## config.mk

```make
export PLATFORM = sky130hd
export DESIGN_NAME = pwm_peripheral
export DESIGN_NICKNAME = d
export VERILOG_FILES = /design/src/rtl/pwm_pkg.sv /design/src/rtl/pwm_timebase.sv /design/src/rtl/pwm_peripheral.sv
export SDC_FILE = /design/constraint.sdc
export NUM_CORES = 1
export LEC_CHECK = 0
export CORE_MARGIN = 2
export CORE_UTILIZATION = 45
export DETAILED_ROUTE_END_ITERATION = 10
export GPL_ROUTABILITY_DRIVEN = 0
export PLACE_DENSITY_LB_ADDON = 0.08
export SETUP_SLACK_MARGIN = 0.2
export SLEW_MARGIN = 10
export SYNTH_ARGS = -nofsm -noshare
export SYNTH_HDL_FRONTEND = slang
export SYNTH_SLANG_ARGS = --single-unit
```

## constraint.sdc

```tcl
create_clock -name clk -period 2.1 [get_ports clk]
set_input_delay 0.315 -clock clk [delete_from_list [all_inputs] [get_ports clk]]
set_output_delay 0.315 -clock clk [all_outputs]
set_load 0.005 [all_outputs]
```

## src/rtl/pwm_pkg.sv

```systemverilog
// Shared constants, types and helpers for the PWM output block and the SPI register block.
package pwm_pkg;

  localparam int unsigned PWM_STEPS  = 256;
  localparam int unsigned CNT_W      = 8;
  localparam int unsigned DUTY_W     = 8;
  localparam int unsigned DIV_W      = 12;
  localparam int unsigned NUM_PINS   = 16;
  localparam int unsigned REG_ADDR_W = 7;

  localparam logic [DUTY_W-1:0] DUTY_FULL = 8'hFF;
  localparam logic [CNT_W-1:0]  CNT_LAST  = CNT_W'(PWM_STEPS - 1);

  // Register map shared with the SPI register block
  localparam logic [REG_ADDR_W-1:0] EN_OUT_LO = 7'h00;
  localparam logic [REG_ADDR_W-1:0] EN_OUT_HI = 7'h01;
  localparam logic [REG_ADDR_W-1:0] EN_PWM_LO = 7'h02;
  localparam logic [REG_ADDR_W-1:0] EN_PWM_HI = 7'h03;
  localparam logic [REG_ADDR_W-1:0] DUTY      = 7'h04;

  // How a single pin is driven
  typedef enum logic [1:0] {
    PIN_OFF  = 2'd0,
    PIN_HIGH = 2'd1,
    PIN_PWM  = 2'd2
  } pin_mode_e;

  // Register-side configuration bundle as seen by the PWM block
  typedef struct packed {
    logic [NUM_PINS-1:0] en_out;
    logic [NUM_PINS-1:0] en_pwm;
    logic [DUTY_W-1:0]   duty;
  } pwm_cfg_t;

  // Output enable dominates; the PWM select only matters for enabled pins
  function automatic pin_mode_e pin_mode(input logic en_out, input logic en_pwm);
    pin_mode_e mode;
    mode = PIN_OFF;
    if (en_out) begin
      mode = en_pwm ? PIN_PWM : PIN_HIGH;
    end
    return mode;
  endfunction

  // Full-scale duty is forced high so 0xFF gives a waveform with no low cycle
  function automatic logic pwm_level(input logic [CNT_W-1:0] cnt, input logic [DUTY_W-1:0] duty);
    return (duty == DUTY_FULL) || (cnt < duty);
  endfunction

endpackage

```

## src/rtl/pwm_timebase.sv

```systemverilog
// Free-running PWM timebase: clock prescaler followed by an 8-bit step counter.
module pwm_timebase
  import pwm_pkg::*;
#(
  parameter int unsigned CLK_DIV = 13
) (
  input  logic             clk,
  input  logic             rst,
  output logic [CNT_W-1:0] pwm_cnt,
  output logic             tick,
  output logic             period_end
);

  localparam logic [DIV_W-1:0] DIV_LAST = DIV_W'(CLK_DIV - 1);

  logic [DIV_W-1:0] div_cnt;

  // Prescaler counts 0..CLK_DIV-1 and wraps on tick
  always_ff @(posedge clk) begin
    if (rst) begin
      div_cnt <= '0;
    end else if (tick) begin
      div_cnt <= '0;
    end else begin
      div_cnt <= div_cnt + DIV_W'(1);
    end
  end

  assign tick = (div_cnt == DIV_LAST);

  // Step counter advances once per tick and wraps naturally at 0xFF
  always_ff @(posedge clk) begin
    if (rst) begin
      pwm_cnt <= '0;
    end else if (tick) begin
      pwm_cnt <= pwm_cnt + CNT_W'(1);
    end
  end

  assign period_end = tick && (pwm_cnt == CNT_LAST);

endmodule

```

## src/rtl/pwm_peripheral.sv

```systemverilog
// 16-pin output block: each pin forced low, forced high, or driven by a shared shadowed-duty PWM.
module pwm_peripheral
  import pwm_pkg::*;
#(
  parameter int unsigned CLK_DIV = 13
) (
  input  logic                clk,
  input  logic                rst,
  input  logic [7:0]          en_reg_out_7_0,
  input  logic [7:0]          en_reg_out_15_8,
  input  logic [7:0]          en_reg_pwm_7_0,
  input  logic [7:0]          en_reg_pwm_15_8,
  input  logic [DUTY_W-1:0]   pwm_duty_cycle,
  output logic [NUM_PINS-1:0] out
);

  pwm_cfg_t            cfg;
  logic [CNT_W-1:0]    pwm_cnt;
  logic                tick;
  logic                period_end;
  logic [DUTY_W-1:0]   duty_q;
  logic                pwm_lvl;
  logic [NUM_PINS-1:0] out_d;
  logic                unused_tick;

  assign cfg = '{
    en_out: {en_reg_out_15_8, en_reg_out_7_0},
    en_pwm: {en_reg_pwm_15_8, en_reg_pwm_7_0},
    duty:   pwm_duty_cycle
  };

  pwm_timebase #(
    .CLK_DIV(CLK_DIV)
  ) u_timebase (
    .clk        (clk),
    .rst        (rst),
    .pwm_cnt    (pwm_cnt),
    .tick       (tick),
    .period_end (period_end)
  );

  // The top only needs the period boundary; the raw step strobe is not used here
  assign unused_tick = tick;

  // Duty shadow only reloads at the period boundary so pulses are never truncated
  always_ff @(posedge clk) begin
    if (rst) begin
      duty_q <= '0;
    end else if (period_end) begin
      duty_q <= cfg.duty;
    end
  end

  assign pwm_lvl = pwm_level(pwm_cnt, duty_q);

  // Per-pin output select; enables and mode bits act without shadowing
  always_comb begin
    out_d = '0;
    for (int i = 0; i < NUM_PINS; i++) begin
      case (pin_mode(cfg.en_out[i], cfg.en_pwm[i]))
        PIN_HIGH: out_d[i] = 1'b1;
        PIN_PWM:  out_d[i] = pwm_lvl;
        default:  out_d[i] = 1'b0;
      endcase
    end
  end

  // Output register feeding the pads directly
  always_ff @(posedge clk) begin
    if (rst) begin
      out <= '0;
    end else begin
      out <= out_d;
    end
  end

endmodule

```

==> results of run 1 <==
==> repair_timing <==
item / in CTS / in global routing
resized for setup: 0 / 3
setup buffers: 0 / 1
endpoints found under the setup margin: 0 / 16
==> stage by stage <==
step	util	power [uW]	area, sq um	cells	setup WS [ns]
finish	0.6604	1665	2699	325	0.3316
CTS	0.6571	1681	2685	324	0.2677
detailed placement	0.6289	1026	2570	316	0.2765
floorplan	-	915.6	1948	214	0.2570
global placement	0.6289	1026	2570	316	0.3576
global route	0.6604	1732	2699	325	0.1977
==> where the power goes <==
| group | switching, uW | internal, uW | total (uW) |
|---|---|---|---|
| clock network | 301 | 358 | 660 |
| logic | 43.2 | 104 | 147 |
| registers | 7.41 | 851 | 858 |
| total | 352 | 1310 | 1670 |
==> per-layer routing <==
metal | vias to the layer above | wire length, um | global-route usage
li1 | 875 | - | -
met1 | 763 | 1908 | 0.2281
met2 | 38 | 1987 | 0.3069
met3 | 8 | 248 | 0.06686
met4 | 0 | 55 | 0.06197
met5 | - | 0 | 0
==> worst register-to-register path, delay by kind of cell (launching register included) <==
family	cells	cell delay [ns]
AOI/OAI and AO/OA	3	0.56
DFF	1	0.35
and+or+nand+nor	1	0.20
buffers and inverters	2	0.26
adders and majority gates	1	0.30
==> layout make-up <==
cell class	instances	share of cell area
flip-flops and latches	44	0.3264
clock buffers	5	0.02550
repair buffers	61	0.2239
inverters	11	0.01530
clock inverters	3	0.01715
multi-input cells	151	0.3686
well taps	50	0.02318
==> worst max-delay path by stage <==
stage | startpoint | to | slack (ns) | depth (start not counted)
after floorplan | duty_q[6] | out[10] | 0.26 | 7
after detailed placement | duty_q[6] | out[14] | 0.28 | 7
after global routing | duty_q[7] | out[2] | 0.20 | 7
after CTS | duty_q[6] | out[2] | 0.27 | 7
after global placement | duty_q[6] | out[15] | 0.36 | 7
final | duty_q[6] | out[2] | 0.33 | 7
==> Yosys cell counts (2+ instances only) <==
master    instances
xor2_1           10
dfxtp_1          44
a21oi_1          30
nand3_1          14
inv_1            11
and4_2            2
nand4_1           7
xnor2_1           2
and3_1            2
or3_1             2
and4_1            2
o31ai_1           3
nand2_1           5
or4_1             3
buf_2             3
o21ai_0          11
and2_1            2
ha_1             10
nand2b_1         17
clkbuf_1          5
nor2_1           17
==> kinds of logic (layout without fill, tap and decap cells) <==
logic type | Yosys count | after routing | synth area share
fa+ha+maj | 10 | 10 | 0.06423
buf+inv | 19 | 80 | 0.03853
mux | 1 | 1 | 0.005138
xor+xnor | 12 | 12 | 0.05395
simple gates | 79 | 79 | 0.2434
compound gates | 49 | 49 | 0.1426
flops | 44 | 44 | 0.4521
==> flip-flops by register name, summed over array words and instances, names as in the netlist <==
register,count
duty_q,8
out,16
u_timebase.div_cnt,12
u_timebase.pwm_cnt,8
==> impl_metrics.toml, run 1 <==
[cells_and_area]
fill_cells = 357
drive_gt1_frac = 0.07273
register_area_sq_um = 880.8
final_common_cell = "clkdlybuf4s50_1"
diodes = 0
multi_input_area_sq_um = 994.7
syn2layout_area_growth_pct = 38.54
nets = 326
layout_common_cells = "57 x clkdlybuf4s50_1, 44 x dfxtp_1, 30 x a21oi_1"

[global_routing]
overflow = 0
grt_pass1_wl_um = 7410
antenna_found_initial = 0
grt_max_degree = 33
grtUsageTotal = 0.1874
grt_pass1_vias = 1699

[drt]
drc = 0
vias = 1684
vias_per_cell = 5.182
wire_per_inst_um = 12.92
routed_wl_um = 4200
ant_nets = 0
drt_iter0_drc = 78
dr.pass1.iters = 4

[worst_setup_path]
crit_arrival_ns = 1.96
r2r_start = "duty_q[6]"
cp_top_family = "compound AO/OA/AOI/OAI gates"
endpoint_kind = "flop"
critical_path.max_fanout = 14
path_buf_inv = 2
path_class = "flop to flop"
worstPathCellList = "inv_1 -> ha_1 -> and4_1 -> o21ai_0 -> o32ai_2 -> buf_6 -> a21oi_1"
crit_path_start_kind = "flop"
max_stage_delay_ns = 0.37
rrSetupSlack_ns = 0.33
slowest_stage = "o32ai_2"
reg2regPathDepth = 7
required_ns = 2.29
r2r-end = "out[2]"

[worst_hold_path]
min_to = "u_timebase.div_cnt[0]"
min_from = "u_timebase.div_cnt[0]"
timing.hold.worst_path_depth = 1
min_path_type = "flop to flop"

[die]
rows = 23
die-area_sq_um = 4871
fp.dieW_um = 69.80
fp.dieH_um = 69.80
io_pins = 58
initial_utilization = 0.4767
core_area_sq_um = 4086

[yosys]
synthArstFlopShare = 0
synth_top_area_share = 0.4522
yosys_warnings = 0
yosysSeqAreaShare = 0.4522
ys.flop_type = "dfxtp_1"
syn_area_sq_um = 1948
synth_cell_type_count = 33
syn_nets = 266
syn_avg_cell_area_sq_um = 9.103
synth_edf_count = 0
synthTopCellsByArea = "dfxtp_1 45%, a21oi_1 7.7%, ha_1 6.4%, nand2b_1 5.5%, xor2_1 4.5%"
ys_ff_latch = 44
synth_cells = 214
synth_area_leader_cell = "dfxtp_1"

[clocking]
cts.path.max_buffers = 2
tritoncts.num_buffers = 5
clkTransAtPathRegs_ns = 0.09
clk_latency_ns = 0.30
cts-root-buf = "clkbuf_8"
clkSinkCount = 44
cts_hold_buf = 0
htree_levels = 2
cts_tree = "done"

[power]
peakVddDrop_uv = 373.0
p_leak_uw = 0.0009978
power.density_nw_per_um2 = 617.0

[sta]
relSlewSlack = 0.7271
tns_ns = 0
setup_violations = 0
max_freq_mhz = 565.5
holdWs_ns = 0.4751
fin_crit_sh = 0.8421
period_minus_slack_ns = 1.768
skew_ns = 0.01208
grt_setup_unrepaired = "no"
worstMarginPinSlew_ns = 0.4084
hold_violations = 0
slew_violations = 0

[placed_design]
dpl.hpwl_um = 3152
io_buffers = 57

[status]
outcome = "complete, no violations"

[job]
cap_viol_max_count = 0
Note: power is estimated with default switching activity, not from simulation.
==> run 2, diff against run 1 <==
clock period = 1.74 ns   (was 2.1 ns; I/O delays follow)
==> impl_metrics.toml, run 2 (synthesized netlist as in run 1, its figures left out) <==
[status]
outcome = "complete, no violations"

[placed_design]
post-place-ws_ns = 0.05954
placed_area_sq_um = 2669
io_buffers = 57
dpl.hpwl_um = 3518
dp_cells = 322

[drt]
dr.pass1.iters = 4
drt_iter0_drc = 73
drc = 0
wire_per_inst_um = 14.95
vias = 1823
routed_wl_um = 5083
ant_nets = 0
vias_per_cell = 5.362

[worst_setup_path]
r2r_start = "u_timebase.pwm_cnt[7]"
path_buf_inv = 1
required_ns = 1.93
slowest_stage = "dfxtp_1"
worstPathCellList = "ha_4 -> and4_1 -> o21ai_1 -> o32ai_2 -> buf_12 -> a21oi_1"
critical_path.max_fanout = 16
reg2regPathDepth = 6
crit_arrival_ns = 1.85
rrSetupSlack_ns = 0.08
r2r-end = "out[4]"
max_stage_delay_ns = 0.39
endpoint_kind = "flop"
cp_top_family = "compound AO/OA/AOI/OAI gates"
path_class = "flop to flop"
crit_path_start_kind = "flop"

[job]
cap_viol_max_count = 0

[sta]
period_minus_slack_ns = 1.660
hold_violations = 0
tns_ns = 0
max_freq_mhz = 602.3
grt_setup_unrepaired = "yes"
worstMarginPinSlew_ns = 0.3885
fin_crit_sh = 0.9542
setup_violations = 0
slew_violations = 0
relSlewSlack = 0.7410
skew_ns = 0.009588
final.setup.worst_slack_ns = 0.07974

[cells_and_area]
syn2layout_area_growth_pct = 53.44
fill_cells = 321
final_common_cell = "clkdlybuf4s50_1"
multi_input_area_sq_um = 1167
fin_cells = 340
largest_reg_flops = 16
reg.largest.list = "out (16), u_timebase.div_cnt (12)"
top_register = "out"
layout_common_cells = "57 x clkdlybuf4s50_1, 37 x dfxtp_1, 20 x a21oi_1"
register_area_sq_um = 892.1
design_area_sq_um = 2989
nets = 341
drive_gt1_frac = 0.2586
diodes = 0

[clocking]
clkSinkCount = 44
tritoncts.num_buffers = 5
htree_levels = 2
cts-root-buf = "clkbuf_8"
cts_tree = "done"
cts.path.max_buffers = 2
clk_latency_ns = 0.30
clkTransAtPathRegs_ns = 0.09

[global_routing]
antenna_found_initial = 0
grt_pass1_vias = 1753
overflow = 0
grtUsageTotal = 0.2102
grt_max_degree = 17
grt_pass1_wl_um = 8197

[worst_hold_path]
min_path_type = "flop to flop"
min_from = "duty_q[7]"
min_to = "duty_q[7]"
timing.hold.worst_path_depth = 2

[die]
die-area_sq_um = 4871
rows = 23
fp.dieH_um = 69.80
io_pins = 58
core_area_sq_um = 4086
initial_utilization = 0.4767
fp.dieW_um = 69.80

[power]
finalPower_uw = 1903
power.density_nw_per_um2 = 636.8
p_leak_uw = 0.001102
peakVddDrop_uv = 460.1
run 2: cell count changes in the layout (fill, tap and decap cells not counted), sizes merged:
cell	change
bufinv	-1
buf	+15
clkbuf	+1
clkinvlp	-1
inv	-1
clkinv	+2
run 2: power by group:
group | internal, uW | switching [uW]
registers | 1030 | 7.21
logic | 141 | 63.9
clock network | 317 | 348
total | 1480 | 420
run 2: routing by layer:
metal,wire length [um],global-route usage,vias to the layer above,share of wire
met4,106,0.08761,0,0.021
met3,229,0.05233,11,0.045
met1,1961,0.2315,858,0.39
met5,0,0,-,0
li1,-,-,907,-
met2,2786,0.3810,47,0.55
run 2: worst max-delay path by stage:
stage | startpoint | endpoint | slack (ns) | cells past startpoint
3_3_place_gp | duty_q[1] | out[4] | 0.12 | 6
2_1_floorplan | duty_q[7] | out[13] | 0.06 | 7
3_5_place_dp | duty_q[1] | out[8] | 0.06 | 6
4_1_cts | duty_q[5] | out[8] | 0.08 | 7
6_report | u_timebase.pwm_cnt[7] | out[4] | 0.08 | 6
5_1_grt | u_timebase.pwm_cnt[7] | out[0] | -0.009 | 6
run 2: worst register-to-register path: stages, from the launching register on:
cell     delay [ns]
dfxtp_1        0.39
ha_4           0.30
and4_1         0.19
o21ai_1        0.07
o32ai_2        0.32
buf_12         0.19
a21oi_1        0.08
run 2: final cells by class:
type,count,share of cell area
Inverter,11,0.01381
Sequential cell,44,0.2985
Clock buffer,6,0.02763
Clock inverter,2,0.003349
Multi-Input combinational cell,151,0.3905
Tap cell,50,0.02093
Timing Repair Buffer,76,0.2453
run 2: stage by stage:
stage / util / hold slack [ns]
after floorplan: - / 0.3447
after global placement: 0.6531 / 0.4383
after detailed placement: 0.6531 / 0.4453
after CTS: 0.6889 / 0.4823
after global routing: 0.7315 / 0.4896
final: 0.7315 / 0.4868
run 2: timing repair:
item	4_1_cts	5_1_grt
gates resized for setup	5	40
pin swaps	5	12
buffers inserted	6	4
endpoints found under the setup margin	41	28
hold buffers	0	0
hold endpoints to repair	0	0
==> edit: new RTL, flow settings as in run 2 <==
Remove the register `out`: a continuous assignment takes its place, so the output `out` follows one clock earlier.
--- a/src/rtl/pwm_peripheral.sv
+++ b/src/rtl/pwm_peripheral.sv
@@ -66,13 +66,7 @@
   end
 
   // Output register feeding the pads directly
-  always_ff @(posedge clk) begin
-    if (rst) begin
-      out <= '0;
-    end else begin
-      out <= out_d;
-    end
-  end
+  assign out = out_d;
 
 endmodule
 
Behaviour: not the same (Yosys sat finds a counterexample within 4 cycles, from zero or initial values and one cycle with rst high).
==> edit against run 2 <==
- the run now ends with negative setup slack left
- register-to-register slack improved by 60 ps
- routed wire length grew 5.4%
- sequential cell count decreased by 16
- worst setup slack got worse by 780 ps
- final area down 8.0%
- area after synthesis fell by 19%
- power shrank 39%
- global-route usage is 4.3 points higher
- via count down 6.9%
- critical path type is now reg2out
- highest routed layer unchanged
==> edit: results (changes against run 2) <==
GRT
The wire length of the first global-routing pass is 7920 microns (-3.4%). The total global-route track usage is 25.3% (+4.3 points). The met1 global-route usage is 31.2% (+8.1 points). The via count of the first global-routing pass was 1615 (-7.9%).

Detailed routing
The routed wire length was 5360 microns (+5.4%).

Setup path
The end of the worst register-to-register path is u_timebase.pwm_cnt[7]. The biggest fanout along the worst timing path is 4 (-12). The worst setup slack for register-to-register paths came to 140 ps (+60 ps).

The reg-to-reg startpoint is u_timebase.div_cnt[1].

Yosys
The adder-cell area share of the yosys netlist came to 7.96% (+1.5 points). In the post-synthesis netlist, the biggest area contributors are dfxtp_1 (36%), ha_1 (8.0%), a21boi_0 (7.6%). The fraction of the yosys area taken by sequential cells is 35.6% (-9.6 points). The synthesized netlist net count is 234 (-12%).

The compound-cell area share of the yosys netlist came to 20.1% (+5.9 points). After synthesis, the most frequently instantiated cells are dfxtp_1 (28), nor2_1 (17), a21boi_0 (16). The xor-xnor portion of the synthesized cell area is 6.68% (+1.3 points).

Final layout
The largest registers in the layout are u_timebase.div_cnt x12, duty_q x8, u_timebase.pwm_cnt x8.

Hold path
The startpoint identified for the worst hold timing path is pwm_duty_cycle[0]. For hold timing, the worst endpoint is duty_q[0]. The type of the worst min-delay path is in2reg.

STA
The final worst-path setup slack is -697 ps (-777 ps). The final-report setup violation count is 16 (+16).

Placement
The cell area after placement is 2380 sq um (-11%). The cell count after placement came to 296 (-8.1%).

Status
The checks that failed: negative setup slack. The run finished, with violations left.

Clocking
The total clock buffers created by CTS came to 3 (-2). The clock tree root buffer cell is clkbuf_4. The count of cells resized by post-cts repair is 96 (+91). The clock insertion delay at the later pin of the skew report is 340 ps (+40 ps).

Power
The static power due to leakage was 0.00102 uW (-7.3%).
==> edit: cells by family (layout without fill, tap and decap cells) <==
| group | count (synthesis) | count (layout) |
|---|---|---|
| and+or+nand+nor | 64 | 64 |
| AOI/OAI and AO/OA | 49 | 49 |
| DFF | 28 | 28 |
| buffers and inverters | 18 | 103 |
| xor gates and xnor gates | 12 | 12 |
| adders and majority gates | 10 | 10 |
| muxes | 1 | 1 |
==> edit: metal layers <==
| metal | routed length (microns) | vias up |
|---|---|---|
| met5 | 0 | - |
| met4 | 102 | 0 |
| met3 | 213 | 10 |
| met2 | 2820 | 47 |
| met1 | 2230 | 819 |
| li1 | - | 822 |
==> edit: worst reg2reg max path: stages, from the launching register on <==
cell and delay [ps]:
dfxtp_2 350, inv_2 60, ha_4 120, and4b_2 350
nand4_4 150, or3_1 360, a21oi_1 150
==> edit: worst max-delay path by stage <==
stage / from / to / slack, ps / depth (start not counted)
final: duty_q[4] / out[1] / -700 / 10
after global routing: duty_q[7] / out[8] / -750 / 11
after CTS: duty_q[7] / out[2] / -730 / 11
after detailed placement: duty_q[5] / out[1] / -660 / 8
after global placement: duty_q[5] / out[4] / -570 / 8
after floorplan: duty_q[7] / out[0] / -50 / 7
==> edit: power breakdown <==
| part | switching [uW] | leakage [uW] | internal, uW | total [uW] |
|---|---|---|---|---|
| clock network | 194 | 0.0000210 | 128 | 323 |
| registers | 3.78 | 0.000233 | 646 | 650 |
| logic | 63.4 | 0.000769 | 130 | 193 |
| total | 261 | 0.00102 | 904 | 1170 |
==> edit: area by class of cell <==
type / count / area, sq um / share of cell area, %
tap: 46 / 57.6 / 2.09
multi-input combinational: 136 / 1240 / 45.1
sequential: 28 / 579 / 21.1
timing repair buffer: 88 / 795 / 28.9
inverter: 11 / 41.3 / 1.50
clock buffer: 4 / 36.3 / 1.32
